[config.mk]
export PLATFORM = sky130hd
export DESIGN_NAME = rp_subtractor_seq_flat
export DESIGN_NICKNAME = d
export VERILOG_FILES = /design/src/rtl/rp_subtractor_seq_if.sv /design/src/rtl/rp_subtractor_seq.sv /design/src/flat_wrapper.sv
export SDC_FILE = /design/constraint.sdc
export NUM_CORES = 1
export LEC_CHECK = 0
export BUFFER_PORTS_ARGS = -buffer_cell sky130_fd_sc_hd__buf_2
export CAP_MARGIN = 20
export CORE_ASPECT_RATIO = 0.6
export CORE_MARGIN = 5
export CORE_UTILIZATION = 48
export DETAILED_ROUTE_END_ITERATION = 12
export PLACE_DENSITY = 0.83
export SETUP_SLACK_MARGIN = 0.02
export SLEW_MARGIN = 20
export SYNTH_ARGS = -nofsm -noshare
export SYNTH_HDL_FRONTEND = slang
export SYNTH_SLANG_ARGS = --single-unit
[constraint.sdc]
create_clock -name clk -period 3.3 [get_ports clk]
set_input_delay 0.99 -clock clk [delete_from_list [all_inputs] [get_ports clk]]
set_output_delay 0.99 -clock clk [all_outputs]
set_load 0.005 [all_outputs]
[src/rtl/rp_subtractor_seq_if.sv]
// Operand/result handshake bundle for the sequential ripple-borrow subtractor.
// The slave side is the subtractor; the master side drives operands and consumes results.
interface rp_subtractor_seq_if #(
  parameter int unsigned WIDTH = 32
);
  logic             in_valid;
  logic             in_ready;
  logic [WIDTH-1:0] a;
  logic [WIDTH-1:0] b;
  logic             bin;
  logic             out_valid;
  logic             out_ready;
  logic [WIDTH-1:0] diff;
  logic             bout;
  logic             ovf;

  modport master (
    output in_valid, a, b, bin, out_ready,
    input  in_ready, out_valid, diff, bout, ovf
  );

  modport slave (
    input  in_valid, a, b, bin, out_ready,
    output in_ready, out_valid, diff, bout, ovf
  );
endinterface

[src/rtl/rp_subtractor_seq.sv]
// Multi-cycle ripple-borrow subtractor: computes a - b - bin one CHUNK-bit slice per
// clock, keeping the inter-slice carry in a register, and presents the result on a handshake.
module rp_subtractor_seq #(
  parameter int unsigned WIDTH = 32,
  parameter int unsigned CHUNK = 8
) (
  input logic                clk,
  input logic                rst,
  rp_subtractor_seq_if.slave bus
);

  localparam int unsigned NChunk = WIDTH / CHUNK;
  localparam int unsigned CntW   = (NChunk > 1) ? $clog2(NChunk) : 1;
  localparam logic [CntW-1:0] LastSlice = CntW'(NChunk - 1);

  typedef enum logic [1:0] {StIdle, StBusy, StDone} state_e;

  state_e            state_q, state_d;
  logic [WIDTH-1:0]  a_q, a_d;
  logic [WIDTH-1:0]  b_q, b_d;
  logic              carry_q, carry_d;
  logic [CntW-1:0]   k_q, k_d;
  logic [WIDTH-1:0]  diff_q, diff_d;
  logic              bout_q, bout_d;
  logic              ovf_q, ovf_d;

  logic [31:0]       base;
  logic [CHUNK-1:0]  sl_a;
  logic [CHUNK-1:0]  sl_b;
  logic [CHUNK:0]    sum;
  logic [WIDTH-1:0]  slice_mask;

  // Subtraction as a + ~b + carry, where carry = ~borrow.
  always_comb begin
    base       = 32'(k_q) * CHUNK;
    sl_a       = CHUNK'(a_q >> base);
    sl_b       = CHUNK'(b_q >> base);
    sum        = {1'b0, sl_a} + {1'b0, ~sl_b} + {{CHUNK{1'b0}}, carry_q};
    slice_mask = WIDTH'({CHUNK{1'b1}}) << base;
  end

  always_comb begin
    state_d = state_q;
    a_d     = a_q;
    b_d     = b_q;
    carry_d = carry_q;
    k_d     = k_q;
    diff_d  = diff_q;
    bout_d  = bout_q;
    ovf_d   = ovf_q;

    unique case (state_q)
      StIdle: begin
        if (bus.in_valid) begin
          a_d     = bus.a;
          b_d     = bus.b;
          carry_d = ~bus.bin;
          k_d     = '0;
          state_d = StBusy;
        end
      end
      StBusy: begin
        diff_d  = (diff_q & ~slice_mask) | (WIDTH'(sum[CHUNK-1:0]) << base);
        carry_d = sum[CHUNK];
        if (k_q == LastSlice) begin
          bout_d  = ~sum[CHUNK];
          // Top bit of the final slice is the result sign bit.
          ovf_d   = (a_q[WIDTH-1] != b_q[WIDTH-1]) && (sum[CHUNK-1] != a_q[WIDTH-1]);
          k_d     = '0;
          state_d = StDone;
        end else begin
          k_d = k_q + 1'b1;
        end
      end
      StDone: begin
        if (bus.out_ready) begin
          state_d = StIdle;
        end
      end
      default: state_d = StIdle;
    endcase
  end

  always_ff @(posedge clk) begin
    if (rst) begin
      state_q <= StIdle;
      a_q     <= '0;
      b_q     <= '0;
      carry_q <= 1'b0;
      k_q     <= '0;
      diff_q  <= '0;
      bout_q  <= 1'b0;
      ovf_q   <= 1'b0;
    end else begin
      state_q <= state_d;
      a_q     <= a_d;
      b_q     <= b_d;
      carry_q <= carry_d;
      k_q     <= k_d;
      diff_q  <= diff_d;
      bout_q  <= bout_d;
      ovf_q   <= ovf_d;
    end
  end

  assign bus.in_ready  = (state_q == StIdle);
  assign bus.out_valid = (state_q == StDone);
  assign bus.diff      = diff_q;
  assign bus.bout      = bout_q;
  assign bus.ovf       = ovf_q;

endmodule

[src/flat_wrapper.sv]
// flat-port wrapper written by rule: the top's interface ports become plain ports
module rp_subtractor_seq_flat 
#(
  parameter int unsigned WIDTH = 32,
  parameter int unsigned CHUNK = 8
)
  (clk, rst, bus_in_valid, bus_a, bus_b, bus_bin, bus_out_ready, bus_in_ready, bus_out_valid, bus_diff, bus_bout, bus_ovf);
  rp_subtractor_seq_if #(.WIDTH(WIDTH)) bus_i ();
  input logic clk;
  input logic rst;
  input wire logic [$bits(bus_i.in_valid)-1:0] bus_in_valid;
  input wire logic [$bits(bus_i.a)-1:0] bus_a;
  input wire logic [$bits(bus_i.b)-1:0] bus_b;
  input wire logic [$bits(bus_i.bin)-1:0] bus_bin;
  input wire logic [$bits(bus_i.out_ready)-1:0] bus_out_ready;
  output wire logic [$bits(bus_i.in_ready)-1:0] bus_in_ready;
  output wire logic [$bits(bus_i.out_valid)-1:0] bus_out_valid;
  output wire logic [$bits(bus_i.diff)-1:0] bus_diff;
  output wire logic [$bits(bus_i.bout)-1:0] bus_bout;
  output wire logic [$bits(bus_i.ovf)-1:0] bus_ovf;
  assign bus_i.in_valid = bus_in_valid;
  assign bus_i.a = bus_a;
  assign bus_i.b = bus_b;
  assign bus_i.bin = bus_bin;
  assign bus_i.out_ready = bus_out_ready;
  assign bus_in_ready = bus_i.in_ready;
  assign bus_out_valid = bus_i.out_valid;
  assign bus_diff = bus_i.diff;
  assign bus_bout = bus_i.bout;
  assign bus_ovf = bus_i.ovf;
  rp_subtractor_seq #(.WIDTH(WIDTH), .CHUNK(CHUNK)) u_core (.clk(clk), .rst(rst), .bus(bus_i));
endmodule
Word level (Yosys, flattened, before mapping)
Index checks and enable logic that the tools add are counted.

Flip-flop bits (word level): 103. Bits in latches: 0. RAM bits: 0. ROM bits: 0. Memories kept: 0.

$add $sub $neg: 3. Multipliers: 0. Divide/modulo/power cells: 0. $lt $le $gt $ge: 0. Eq/ne operators: 8. Shifts and indexed selects: 4. Mux-type cells: 9. Bitwise operators: 6. Reduce and logical (&&, ||, !) cells: 7.

Operators by type and width (count): 32-bit by 5-bit >> shifter with 8-bit output (2); 32-bit bitwise AND (1); 32-bit NOT (1); 32-bit bitwise OR (1); 8-bit by 5-bit left shift with 32-bit output (1); 8-bit by 5-bit left shift with 32-bit output (first input constant) (1); 2-bit two-way mux (5); 8-bit by 8-bit adder with 9-bit output (1); 9-bit by 1-bit adder with 9-bit output (1); 8-bit NOT (1); 2-bit one-hot mux with 3 select lines (1); 2-bit AND reduction (3); 2-bit equality test (second input constant) (2); 2-bit inequality test (second input constant) (2); 2-bit one-hot mux with 2 select lines (1); 3-bit AND reduction (1); 2-bit by 1-bit adder with 2-bit output (second input constant) (1); 2-bit by 1-bit equality test with 1-bit output (second input constant) (1); 2-bit zero test (1); 1-bit inequality test (2); 2-bit by 1-bit inequality test with 1-bit output (second input constant) (1); 1-bit NOT (2); 1-bit one-hot mux with 2 select lines (1); 2-bit nonzero test (1); other kinds (2) (2).

Longest topological paths before layout
Depth after elaboration: 6. Depth in mapped cells: 12.

Least setup slack after synthesis
OpenSTA, ideal clock, no wires.

Kind: flip-flop to flip-flop. Start point: register u_core.k_q[0]. End point: register u_core.ovf_q (netlist: u_core.bus.ovf). Setup time: 0.088 ns. Data arrival time: 3.287 ns. Required time: 3.212 ns. Path slack: -0.075 ns. Stages on the path, launching flop included: 10. Path buffers: 2. Clock period less this slack: 3.375 ns. Path through: dfxtp_1 > clkbuf_1 > buf_1 > mux4_2 > ha_1 > nor2b_1 > o31a_1 > o2111a_2 > or4b_1 > a311oi_2.

Cells in the longest elaborated chain, start to end: 6. Elaborated cells between the ends (all ways): 9. Classes of those cells: add/sub (2); eq/ne (2); shift (2); bitwise (1); reduce/logical (2).

Ends and longest elaborated chain: start, declared (RTL line rp_subtractor_seq.sv:22) `logic [CntW-1:0] k_q, k_d;`; start signal, assigned (RTL line rp_subtractor_seq.sv:99) `k_q <= k_d;`; 32-bit by 5-bit >> shifter with 8-bit output (RTL line rp_subtractor_seq.sv:37) `sl_b = CHUNK'(b_q >> base);`; 8-bit NOT (RTL line rp_subtractor_seq.sv:38) `sum = {1'b0, sl_a} + {1'b0, ~sl_b} + {{CHUNK{1'b0}}, carry_q};`; 8-bit by 8-bit adder with 9-bit output (RTL line rp_subtractor_seq.sv:38); 9-bit by 1-bit adder with 9-bit output (RTL line rp_subtractor_seq.sv:38); 1-bit inequality test (RTL line rp_subtractor_seq.sv:68) `ovf_d = (a_q[WIDTH-1] != b_q[WIDTH-1]) && (sum[CHUNK-1] != a_q[WIDTH-1]);`; 1-bit logical AND (RTL line rp_subtractor_seq.sv:68); end signal, assigned (RTL line rp_subtractor_seq.sv:102) `ovf_q <= ovf_d;`; end, declared (RTL line rp_subtractor_seq.sv:25) `logic ovf_q, ovf_d;`.

Several ways; a longest one is shown, not always the timed one. A chain may end at the register's enable or synchronous reset.

Final worst setup path
Start point: register u_core.k_q[0]. End point: register u_core.diff_q[30] (netlist: u_core.bus.diff[30]).

Cells in the longest elaborated chain, start to end: 6. Elaborated cells between the ends (all ways): 10. Classes of those cells: add/sub (2); shift (4); bitwise (4).

Ends and longest elaborated chain: 32-bit by 5-bit >> shifter with 8-bit output (RTL line rp_subtractor_seq.sv:37); 8-bit NOT (RTL line rp_subtractor_seq.sv:38); 8-bit by 8-bit adder with 9-bit output (RTL line rp_subtractor_seq.sv:38); 9-bit by 1-bit adder with 9-bit output (RTL line rp_subtractor_seq.sv:38); 8-bit by 5-bit left shift with 32-bit output (RTL line rp_subtractor_seq.sv:63) `diff_d = (diff_q & ~slice_mask) | (WIDTH'(sum[CHUNK-1:0]) << base);`; 32-bit bitwise OR (*) (RTL line rp_subtractor_seq.sv:63); end signal, assigned (RTL line rp_subtractor_seq.sv:100) `diff_q <= diff_d;`; end, declared (RTL line rp_subtractor_seq.sv:23) `logic [WIDTH-1:0] diff_q, diff_d;`.

Mark *: on every way between the ends. The rest lies on a longest branch, timed or not.

==> run summary <==
F_max: 322 MHz
Rel. slew slack: 0.510
First-pass GRT wire length: 20200 microns
Layout Cells excl Fill: 729
Average size of a mapped cell: 8.55 sq um
Total iterations of the first detailed-routing run: 5
Row count: 27
Final wirelength: 12500 microns
Worst-case clock buffer depth: 2
Max Transition Viols Final: 0
Seq/Total Area, Yosys: 0.466
Final Critical Period: 3110 ps
Hold_sp: u_core.a_q[13]
Worst-Margin Slew: 729 ps
CTS Sinks: 103
Worst setup startpoint: u_core.k_q[0]
Pin count of the biggest net entering global routing: 78
CTS H-Tree Depth: 3
Routed WL per cell: 17.2 microns
Crit path capture type: flip-flop
IO Port Bufs: 104
Die X: 134 microns
Hold EP: u_core.a_q[13]
Post-synthesis cell count: 517
Worst-path clk slew: 70 ps
Net Count, Synth: 599
CTS tree: built
Synth cell count leaders: nand2_1, dfxtp_1, a21oi_1, nor2_1, clkbuf_1
P_leak: 2.23 nW
RSZ-0062 raised after global routing: false
Synth cell types: 42
Hold depth: 2
Top-count cell post-synth: nand2_1
Area leader, netlist: dfxtp_1
Synth Register Bits: 103
Die area: 11300 sq um
Io pins: 105
Vias in the first global route: 3982
Area delta synth->final: 20.7%
Setup slack, reg-to-reg: 190 ps
Initial drt markers: 452
Post-layout nets: 690
CP Data Required Time: 3580 ps
Die Ht: 84.3 microns
Synth top area share: 0.466
Share of layout cells above drive strength 1: 0.256
Setup TNS: 0 ps
Final setup viols: 0
Synth warn: 0
Worst Path Class, Setup: flip-flop to flip-flop
Initial Util: 0.487
Multi-input combinational cell area: 2190 sq um
Gpl congestion: 0.921
Initial antenna violation count: 0
Clock root buffer master: clkbuf_16
Setup Skew: 7.96 ps
Drt via density: 5.63
CTS buffer count: 9
Core area: 9090 sq um
Residual DRC: 0
DP HPWL: 9470 microns
Reg-to-Reg End: u_core.bus.diff[30]
Endpoints failing hold: 0
Status: finished, final reports clean
Worst hold path type: flip-flop to flip-flop
Power Dens Cells: 540 nW/um^2
Area contributors post-synth: dfxtp_1, nand2_1, a21oi_1
Antenna Cells: 0
Tot GR Track Use: 0.226
Setup crit start kind: flip-flop
Grt total ovfl: 0
R2r worst-path depth: 10
Post-CTS Setup Repair Bufs: 0
MaxCap Viol Count: 0
Final period util: 0.942
Asr flop ratio synth: 0
Top FF cell, synth: dfxtp_1
CP Max Fanout: 10
Remaining antenna violation count after routing: 0
Layout fillers: 787
Post-synth EDFFs: 0
CP arrival: 3390 ps
FF+latch area: 2060 sq um
DP Cell Count: 713
Reg-to-Reg Start: u_core.k_q[0]
Worst vdd ir: 295 uV
Routed vias: 4103
Tot Pwr: 0.00288 W
Clock Latency Late Sink: 340 ps
Post-synthesis cell area: 4420 sq um
==> through the flow <==
step                hold WS (ps)  utilization  worst slack [ps]  instance area (sq um)
detailed placement           453        0.555               207                   5040
floorplan                    433            -              60.9                   4420
CTS                          464        0.587               152                   5330
finish                       464        0.587               191                   5340
global placement             446        0.555               323                   5040
global route                 483        0.587              25.9                   5340
==> layout make-up <==
cell class | instances | area share
flip-flops and latches | 103 | 0.386
repair buffers | 113 | 0.113
clock buffers | 11 | 0.0473
clock inverters | 5 | 0.00609
inverters | 13 | 0.00914
multi-input cells | 368 | 0.411
well taps | 116 | 0.0272
==> per-layer routing <==
| layer | GRT usage | wire length, microns | vias up |
|---|---|---|---|
| met4 | 0.0682 | 194 | 0 |
| li1 | - | - | 1953 |
| met3 | 0.0760 | 1240 | 22 |
| met5 | 0 | 0 | - |
| met2 | 0.335 | 5440 | 194 |
| met1 | 0.315 | 5630 | 1934 |
==> sequential cells by signal, summed over array words and instances, names as in the netlist <==
name	count
u_core.k_q	2
u_core.bus.ovf	1
u_core.bus.bout	1
u_core.b_q	32
u_core.a_q	32
u_core.carry_q	1
u_core.bus.diff	32
u_core.state_q	2
==> placed cells by master (no fill, tap or decap), types with 3 or more instances in the layout <==
master	count
nor3_1	5
a21oi_1	73
nand3_1	11
inv_1	13
mux4_2	16
a32oi_1	4
nor2b_1	4
nor2_1	40
clkinvlp_4	3
o21ai_0	10
nand2_1	139
ha_1	11
clkbuf_16	9
buf_2	104
a22oi_1	17
nand2b_1	5
dfxtp_1	103
o31a_2	3
buf_4	7
==> report_power, final <==
part | leakage, nW | switching (W) | internal [W]
Clock | 0.134 | 0.000452 | 0.000550
Sequential | 0.842 | 0.0000485 | 0.00131
Combinational | 1.25 | 0.000304 | 0.000213
Total | 2.23 | 0.000805 | 0.00208
==> worst max-delay path by stage <==
stage | end | cells past startpoint
after detailed placement | u_core.bus.diff[30] | 10
after global routing | u_core.bus.ovf | 8
after floorplan | u_core.bus.ovf | 9
after CTS | u_core.bus.diff[30] | 10
final | u_core.bus.diff[30] | 10
after global placement | u_core.bus.diff[6] | 10
==> kinds of logic (layout without fill, tap and decap cells) <==
logic type	Yosys count	count (layout)	share of synthesized area
buffers and inverters	46	142	0.0396
DFF	103	103	0.466
AOI/OAI and AO/OA	122	122	0.167
and+or+nand+nor	214	214	0.199
adders and majority gates	13	13	0.0402
muxes	17	17	0.0838
xor gates and xnor gates	2	2	0.00396
==> critical path, stage by stage, from the launching register on <==
cell and delay, ps:
dfxtp_1 340, buf_6 180, mux4_2 530, fa_1 440, inv_1 90, fa_1 260
a211oi_2 120, or4b_2 640, nand4_1 200, a22oi_1 100, nor2_1 130
==> what timing repair did <==
item / CTS / global route
hold endpoints to repair: 0 / 0
endpoints found under the setup margin: 0 / 4
gates resized for setup: 0 / 2
hold buffers: 0 / 0
(Power assumes the default switching activity.)
